==> src/rtl/jtag_port_gen.sv <==
// JTAG-style debug port: parses TMS/TDI into command/data shift registers and issues {cmd,data} requests.
// Latency: a request appears on o_req one i_TCK edge after the UPDATE state; TDO is combinational.
// Backpressure: one request outstanding; a valid update while o_req=1 without i_ack is dropped and sets sticky overrun.
//
// Ports:
//   i_TCK, i_rstn       : sole clock, asynchronous active-low reset
//   i_TMS, i_TDI, o_TDO : JTAG serial interface (TDO shifts MSB-first)
//   i_status, i_rdData  : core status (loaded on command capture), core read-back (loaded on data capture)
//   o_req/o_cmd/o_data  : pending request to the debug controller, accepted by i_ack
module jtag_port_gen #(
    parameter int CMD_W    = 8,   // must be >= STATUS_W+2
    parameter int DATA_W   = 16,
    parameter int STATUS_W = 2
) (
    input  logic                i_TCK,
    input  logic                i_rstn,
    input  logic                i_TMS,
    input  logic                i_TDI,
    output logic                o_TDO,
    input  logic [STATUS_W-1:0] i_status,
    input  logic [DATA_W-1:0]   i_rdData,
    output logic                o_req,
    output logic [CMD_W-1:0]    o_cmd,
    output logic [DATA_W-1:0]   o_data,
    input  logic                i_ack
);

    localparam int MAX_W = (CMD_W > DATA_W) ? CMD_W : DATA_W;
    // Two spare codes above the longest legal length so saturation never lands on a valid count.
    localparam int CNT_W = $clog2(MAX_W + 2);

    localparam logic [CNT_W-1:0] CMD_LEN  = CNT_W'(CMD_W);
    localparam logic [CNT_W-1:0] DATA_LEN = CNT_W'(DATA_W);

    localparam logic [2:0] IDLE   = 3'd0;
    localparam logic [2:0] I_SEL  = 3'd1;
    localparam logic [2:0] I_SHFT = 3'd2;
    localparam logic [2:0] D_SEL  = 3'd3;
    localparam logic [2:0] D_SHFT = 3'd4;
    localparam logic [2:0] UPDATE = 3'd5;

    logic [2:0]        state;
    logic [2:0]        stateNxt;
    logic [CMD_W-1:0]  cmdReg;
    logic [CMD_W-1:0]  cmdCap;
    logic [DATA_W-1:0] dataReg;
    logic [CNT_W-1:0]  bitCnt;
    logic [CNT_W-1:0]  bitCntInc;
    logic              pathData;   // 1 when the current shift came through the data path
    logic              overrun;
    logic              lenOk;
    logic              updValid;
    logic              updAccept;

    always_comb begin
        stateNxt = IDLE;
        case (state)
            IDLE:    stateNxt = i_TMS ? I_SEL  : IDLE;
            I_SEL:   stateNxt = i_TMS ? D_SEL  : I_SHFT;
            I_SHFT:  stateNxt = i_TMS ? UPDATE : I_SHFT;
            D_SEL:   stateNxt = i_TMS ? IDLE   : D_SHFT;
            D_SHFT:  stateNxt = i_TMS ? UPDATE : D_SHFT;
            UPDATE:  stateNxt = IDLE;
            default: stateNxt = IDLE;
        endcase
    end

    // Status word read out on command capture: {zeros, overrun, req, status}.
    always_comb begin
        cmdCap                 = '0;
        cmdCap[STATUS_W+1:0]   = {overrun, o_req, i_status};
    end

    assign bitCntInc = (bitCnt == '1) ? bitCnt : bitCnt + CNT_W'(1);

    assign lenOk     = pathData ? (bitCnt == DATA_LEN) : (bitCnt == CMD_LEN);
    assign updValid  = (state == UPDATE) && lenOk;
    // An ack arriving on the update edge frees the slot for the new request.
    assign updAccept = updValid && (!o_req || i_ack);

    assign o_TDO = (state == D_SHFT) ? dataReg[DATA_W-1] : cmdReg[CMD_W-1];

    always_ff @(posedge i_TCK or negedge i_rstn) begin
        if (!i_rstn) begin
            state    <= IDLE;
            cmdReg   <= '0;
            dataReg  <= '0;
            bitCnt   <= '0;
            pathData <= 1'b0;
            overrun  <= 1'b0;
            o_req    <= 1'b0;
            o_cmd    <= '0;
            o_data   <= '0;
        end else begin
            state <= stateNxt;

            case (state)
                I_SEL: begin
                    if (!i_TMS) begin
                        cmdReg   <= cmdCap;
                        overrun  <= 1'b0;   // read-to-clear
                        bitCnt   <= '0;
                        pathData <= 1'b0;
                    end
                end
                D_SEL: begin
                    if (!i_TMS) begin
                        dataReg  <= i_rdData;
                        bitCnt   <= '0;
                        pathData <= 1'b1;
                    end
                end
                I_SHFT: begin
                    cmdReg <= {cmdReg[CMD_W-2:0], i_TDI};
                    bitCnt <= bitCntInc;
                end
                D_SHFT: begin
                    dataReg <= {dataReg[DATA_W-2:0], i_TDI};
                    bitCnt  <= bitCntInc;
                end
                default: ;
            endcase

            if (updAccept) begin
                o_cmd  <= cmdReg;
                o_data <= dataReg;
                o_req  <= 1'b1;
            end else if (updValid) begin
                overrun <= 1'b1;
            end else if (o_req && i_ack) begin
                o_req <= 1'b0;
            end
        end
    end

endmodule
==> config.mk <==
export PLATFORM = sky130hd
export DESIGN_NAME = jtag_port_gen
export DESIGN_NICKNAME = d
export VERILOG_FILES = /design/src/rtl/jtag_port_gen.sv
export SDC_FILE = /design/constraint.sdc
export NUM_CORES = 1
export LEC_CHECK = 0
export ABC_CLOCK_PERIOD_IN_PS = 1750
export CORE_MARGIN = 2
export CORE_UTILIZATION = 25
export CTS_CLUSTER_DIAMETER = 150
export DETAILED_ROUTE_END_ITERATION = 16
export PLACE_DENSITY = 0.55
export SYNTH_ARGS = -nofsm -noshare
export SYNTH_HDL_FRONTEND = slang
export SYNTH_SLANG_ARGS = --single-unit
==> constraint.sdc <==
create_clock -name i_TCK -period 1.75 [get_ports i_TCK]
set_input_delay 0.35 -clock i_TCK [delete_from_list [all_inputs] [get_ports i_TCK]]
set_output_delay 0.35 -clock i_TCK [all_outputs]
set_load 0.01 [all_outputs]
==> impl_metrics.xml <==
<?xml version="1.0" encoding="UTF-8"?>
<metrics>
  <group name="setup_path">
    <metric name="regToRegEndpoint" unit="">o_data[7]</metric>
    <metric name="timing.critical_path.slowest_cell_delay" unit="ns">0.42</metric>
    <metric name="critPathLaunch" unit="">bitCnt[4]</metric>
    <metric name="crit_chain" unit="">or3b_1 &gt; a2111o_1 &gt; nor2b_4 &gt; buf_12 &gt; mux2_4</metric>
    <metric name="path_depth" unit="">5</metric>
    <metric name="worst_r2r_path_depth" unit="">5</metric>
    <metric name="critPathCaptureType" unit="">flop</metric>
    <metric name="timing.reg2reg.setup_slack" unit="ns">-0.23</metric>
    <metric name="path_max_fanout" unit="">15</metric>
    <metric name="worstReg2RegStart" unit="">bitCnt[4]</metric>
    <metric name="worst-setup-path-type" unit="">flop to flop</metric>
    <metric name="buf_inv_on_cp" unit="">1</metric>
    <metric name="worst-endpoint-arrival" unit="ns">2.20</metric>
    <metric name="required" unit="ns">1.97</metric>
    <metric name="timing.critical_path.from_type" unit="">flop</metric>
    <metric name="worstSetupEndpoint" unit="">o_data[7]</metric>
    <metric name="critical-path-slowest-cell" unit="">sky130_fd_sc_hd__a2111o_1</metric>
    <metric name="critPathTopFamily" unit="">simple AND/OR/NAND/NOR gates</metric>
  </group>
  <group name="sta">
    <metric name="setup_total_negative_slack" unit="ns">-5.04</metric>
    <metric name="fin_hold_ws" unit="ns">0.0161</metric>
    <metric name="grt_setup_unrepaired" unit="">yes</metric>
    <metric name="worst_pin_slew" unit="ns">0.318</metric>
    <metric name="finClkSkew" unit="ns">0.00933</metric>
    <metric name="fmaxAchievable" unit="GHz">0.505</metric>
    <metric name="timing.final.setup_violations" unit="">25</metric>
    <metric name="period_needed" unit="ns">1.98</metric>
    <metric name="finalHoldViolations" unit="">0</metric>
    <metric name="timing.final.crit_share" unit="%">113</metric>
    <metric name="slew_margin_rel" unit="%">78.8</metric>
    <metric name="timing.final.max_slew_violations" unit="">0</metric>
    <metric name="layout_setup_ws" unit="ns">-0.231</metric>
  </group>
  <group name="finish">
    <metric name="layout-drive-gt1-share" unit="%">27.6</metric>
    <metric name="instances_no_fill" unit="">422</metric>
    <metric name="stdcell_area" unit="mm^2">0.00373</metric>
    <metric name="design.final.nets" unit="">308</metric>
    <metric name="fillerInstances" unit="">1062</metric>
    <metric name="layout.cells.most_common" unit="">sky130_fd_sc_hd__dfrtp_1</metric>
    <metric name="final_cell_mix" unit="">sky130_fd_sc_hd__dfrtp_1, sky130_fd_sc_hd__clkdlybuf4s50_1, sky130_fd_sc_hd__nand2_1</metric>
    <metric name="n_antenna_cell" unit="">0</metric>
    <metric name="area_growth_syn_to_layout" unit="%">39.5</metric>
    <metric name="final_util" unit="%">36.0</metric>
  </group>
  <group name="synth">
    <metric name="synthesis.area" unit="mm^2">0.00268</metric>
    <metric name="synth.net_count" unit="">236</metric>
    <metric name="avgSynthCellArea" unit="um^2">12.7</metric>
    <metric name="synth_cells" unit="">210</metric>
    <metric name="yosys_register_bits" unit="">59</metric>
    <metric name="ys_warn_count" unit="">0</metric>
    <metric name="yosysSeqAreaShare" unit="%">55.2</metric>
    <metric name="synthDistinctLibCells" unit="">32</metric>
  </group>
  <group name="pwr">
    <metric name="power.switching" unit="mW">1.42</metric>
    <metric name="leakage" unit="nW">1.61</metric>
    <metric name="post_layout_power" unit="mW">4.63</metric>
    <metric name="share_seq_of_total_power" unit="%">43.3</metric>
    <metric name="cellPowerDensity" unit="mW/mm^2">1240</metric>
    <metric name="ir_worst_vdd" unit="mV">0.425</metric>
    <metric name="clkPwrFrac" unit="%">27.0</metric>
    <metric name="sw_frac_of_total" unit="%">30.6</metric>
    <metric name="intPower" unit="mW">3.22</metric>
    <metric name="comb_power_share" unit="%">29.7</metric>
  </group>
  <group name="cts">
    <metric name="clkSlewWorstSetupHoldPaths" unit="ns">0.07</metric>
    <metric name="clock_sink_count" unit="">59</metric>
    <metric name="ctsRootBufferMaster" unit="">sky130_fd_sc_hd__clkbuf_8</metric>
    <metric name="latest_clock_arrival_within_the_worst_skew_pair" unit="ns">0.33</metric>
    <metric name="holdBufCountCts" unit="">0</metric>
    <metric name="clock_path_buffers" unit="">2</metric>
    <metric name="cts_tree" unit="">yes</metric>
    <metric name="numCtsBuffers" unit="">9</metric>
    <metric name="ctsHtreeMaxLevel" unit="">3</metric>
  </group>
  <group name="route">
    <metric name="drt-initial-drc-count" unit="">55</metric>
    <metric name="wirelength" unit="um">5580</metric>
    <metric name="postRouteAntennaNets" unit="">0</metric>
    <metric name="drcViolationCount" unit="">0</metric>
    <metric name="routed-via-count" unit="">1788</metric>
    <metric name="drt-wirelength-per-cell" unit="um">13.2</metric>
    <metric name="firstDrtPassIters" unit="">3</metric>
    <metric name="avgViaCountPerCell" unit="">4.24</metric>
  </group>
  <group name="place">
    <metric name="post_dp_cell_area" unit="mm^2">0.00344</metric>
    <metric name="port-buffer-count" unit="">48</metric>
    <metric name="pre_cts_slack" unit="ns">-0.254</metric>
    <metric name="dpl.hpwl" unit="um">3860</metric>
    <metric name="dp_cells" unit="">405</metric>
    <metric name="globalplace.congestion" unit="">0.712</metric>
  </group>
  <group name="min_path">
    <metric name="hold_class" unit="">input pin to async pin</metric>
  </group>
  <group name="run">
    <metric name="max_cap_violations" unit="">0</metric>
  </group>
  <group name="floorplanning">
    <metric name="placementRows" unit="">37</metric>
    <metric name="core_region_area" unit="mm^2">0.0104</metric>
    <metric name="floorplan.die_area" unit="mm^2">0.0115</metric>
    <metric name="floorplan.initialDensity" unit="%">25.8</metric>
    <metric name="chipHeight" unit="um">107</metric>
    <metric name="ioPinCount" unit="">49</metric>
    <metric name="chipWidth" unit="um">107</metric>
  </group>
  <group name="global_route">
    <metric name="grt_pass1_wl" unit="um">9330</metric>
    <metric name="grt_pass1_vias" unit="">1919</metric>
    <metric name="grt_util_all_layers" unit="%">10.5</metric>
    <metric name="grt_start_max_net_pins" unit="">60</metric>
    <metric name="antenna_found_initial" unit="">0</metric>
    <metric name="grt.overflow.total" unit="">0</metric>
  </group>
  <group name="outcome">
    <metric name="outcome" unit="">finished, violations left</metric>
    <metric name="violations" unit="">setup timing</metric>
  </group>
</metrics>
==> metal layers <==
layer  global-route usage, %  up-vias  routed length (um)
li1                        -      873                   -
met1                    13.8      879                2640
met5                       0        -                   0
met4                    3.30        0                  38
met2                    16.1       31                2660
met3                    3.93        5                 232
==> final cells by class <==
type	count	area (um^2)	area share, %
flip-flops and latches	59	1480	39.6
clock buffers	11	151	4.06
multi-input cells	137	1170	31.3
well taps	136	170	4.56
clock inverters	4	50.0	1.34
inverters	3	11.3	0.302
repair buffers	72	706	18.9
==> synth_stat cells <==
| library cell | instances | area, um^2 |
|---|---|---|
| sky130_fd_sc_hd__a21o_1 | 2 | 15.0 |
| sky130_fd_sc_hd__mux2_4 | 20 | 300 |
| sky130_fd_sc_hd__nor2_1 | 5 | 18.8 |
| sky130_fd_sc_hd__buf_6 | 1 | 11.3 |
| sky130_fd_sc_hd__or3b_2 | 1 | 8.76 |
| sky130_fd_sc_hd__nor2_4 | 1 | 11.3 |
| sky130_fd_sc_hd__nand3b_1 | 2 | 15.0 |
| sky130_fd_sc_hd__a21oi_1 | 3 | 15.0 |
| sky130_fd_sc_hd__and3_2 | 1 | 7.51 |
| sky130_fd_sc_hd__clkbuf_1 | 5 | 18.8 |
| sky130_fd_sc_hd__o21a_1 | 1 | 7.51 |
| sky130_fd_sc_hd__nand2b_1 | 3 | 18.8 |
| sky130_fd_sc_hd__clkdlybuf4s15_2 | 1 | 11.3 |
| sky130_fd_sc_hd__or2_2 | 2 | 12.5 |
| sky130_fd_sc_hd__or3b_1 | 1 | 8.76 |
| sky130_fd_sc_hd__a211oi_1 | 1 | 7.51 |
| sky130_fd_sc_hd__mux2i_1 | 23 | 230 |
| sky130_fd_sc_hd__or2b_2 | 1 | 8.76 |
| sky130_fd_sc_hd__nand2_1 | 30 | 113 |
| sky130_fd_sc_hd__buf_2 | 1 | 5.00 |
| sky130_fd_sc_hd__clkbuf_8 | 1 | 13.8 |
| sky130_fd_sc_hd__ha_1 | 3 | 37.5 |
| sky130_fd_sc_hd__buf_12 | 2 | 40.0 |
| sky130_fd_sc_hd__nand4_1 | 1 | 6.26 |
| sky130_fd_sc_hd__nand2b_4 | 1 | 13.8 |
| sky130_fd_sc_hd__inv_1 | 3 | 11.3 |
| sky130_fd_sc_hd__o21ai_0 | 24 | 120 |
| sky130_fd_sc_hd__a2111o_1 | 1 | 11.3 |
| sky130_fd_sc_hd__a22o_1 | 4 | 35.0 |
| sky130_fd_sc_hd__dfrtp_1 | 59 | 1480 |
| sky130_fd_sc_hd__mux2_2 | 5 | 56.3 |
| sky130_fd_sc_hd__nor2b_2 | 1 | 8.76 |
==> flip-flops by register name (all words and copies together) (netlist names) <==
register	cells
o_data	16
o_cmd	8
pathData	1
o_req	1
dataReg	16
bitCnt	5
cmdReg	8
state	3
overrun	1
==> repair_timing <==
item,4_1_cts,5_1_grt
hold endpoints to repair,0,0
gates resized for setup,7,15
setup buffers,0,2
pin swaps,1,4
endpoints found under the setup margin,29,38
==> worst min-delay path by stage <==
stage / depth (start not counted) / to / startpoint
finish: 2 / o_cmd[3] / i_rstn
global route: 2 / cmdReg[1] / i_rstn
CTS: 2 / o_cmd[4] / i_rstn
detailed placement: 2 / o_cmd[6] / i_rstn
global placement: 2 / o_cmd[3] / i_rstn
floorplan: 0 / bitCnt[0] / i_rstn
==> power groups by stage <==
stage / clock, mW / combinational, mW / sequential (mW)
after global routing: 1.36 / 1.54 / 2.06
after floorplan: 0 / 0.734 / 1.99
after global placement: 0 / 1.26 / 2.02
final: 1.25 / 1.38 / 2.01
after CTS: 1.29 / 1.31 / 2.01
after detailed placement: 0 / 1.29 / 2.02
==> logic make-up after synthesis <==
logic type,count (synthesis),share of synthesized area (%)
adders and majority gates,3,1.40
AOI/OAI and AO/OA,36,7.90
and+or+nand+nor,50,9.40
buffers and inverters,14,4.16
muxes,48,21.9
DFF,59,55.2
(Power assumes the default switching activity.)
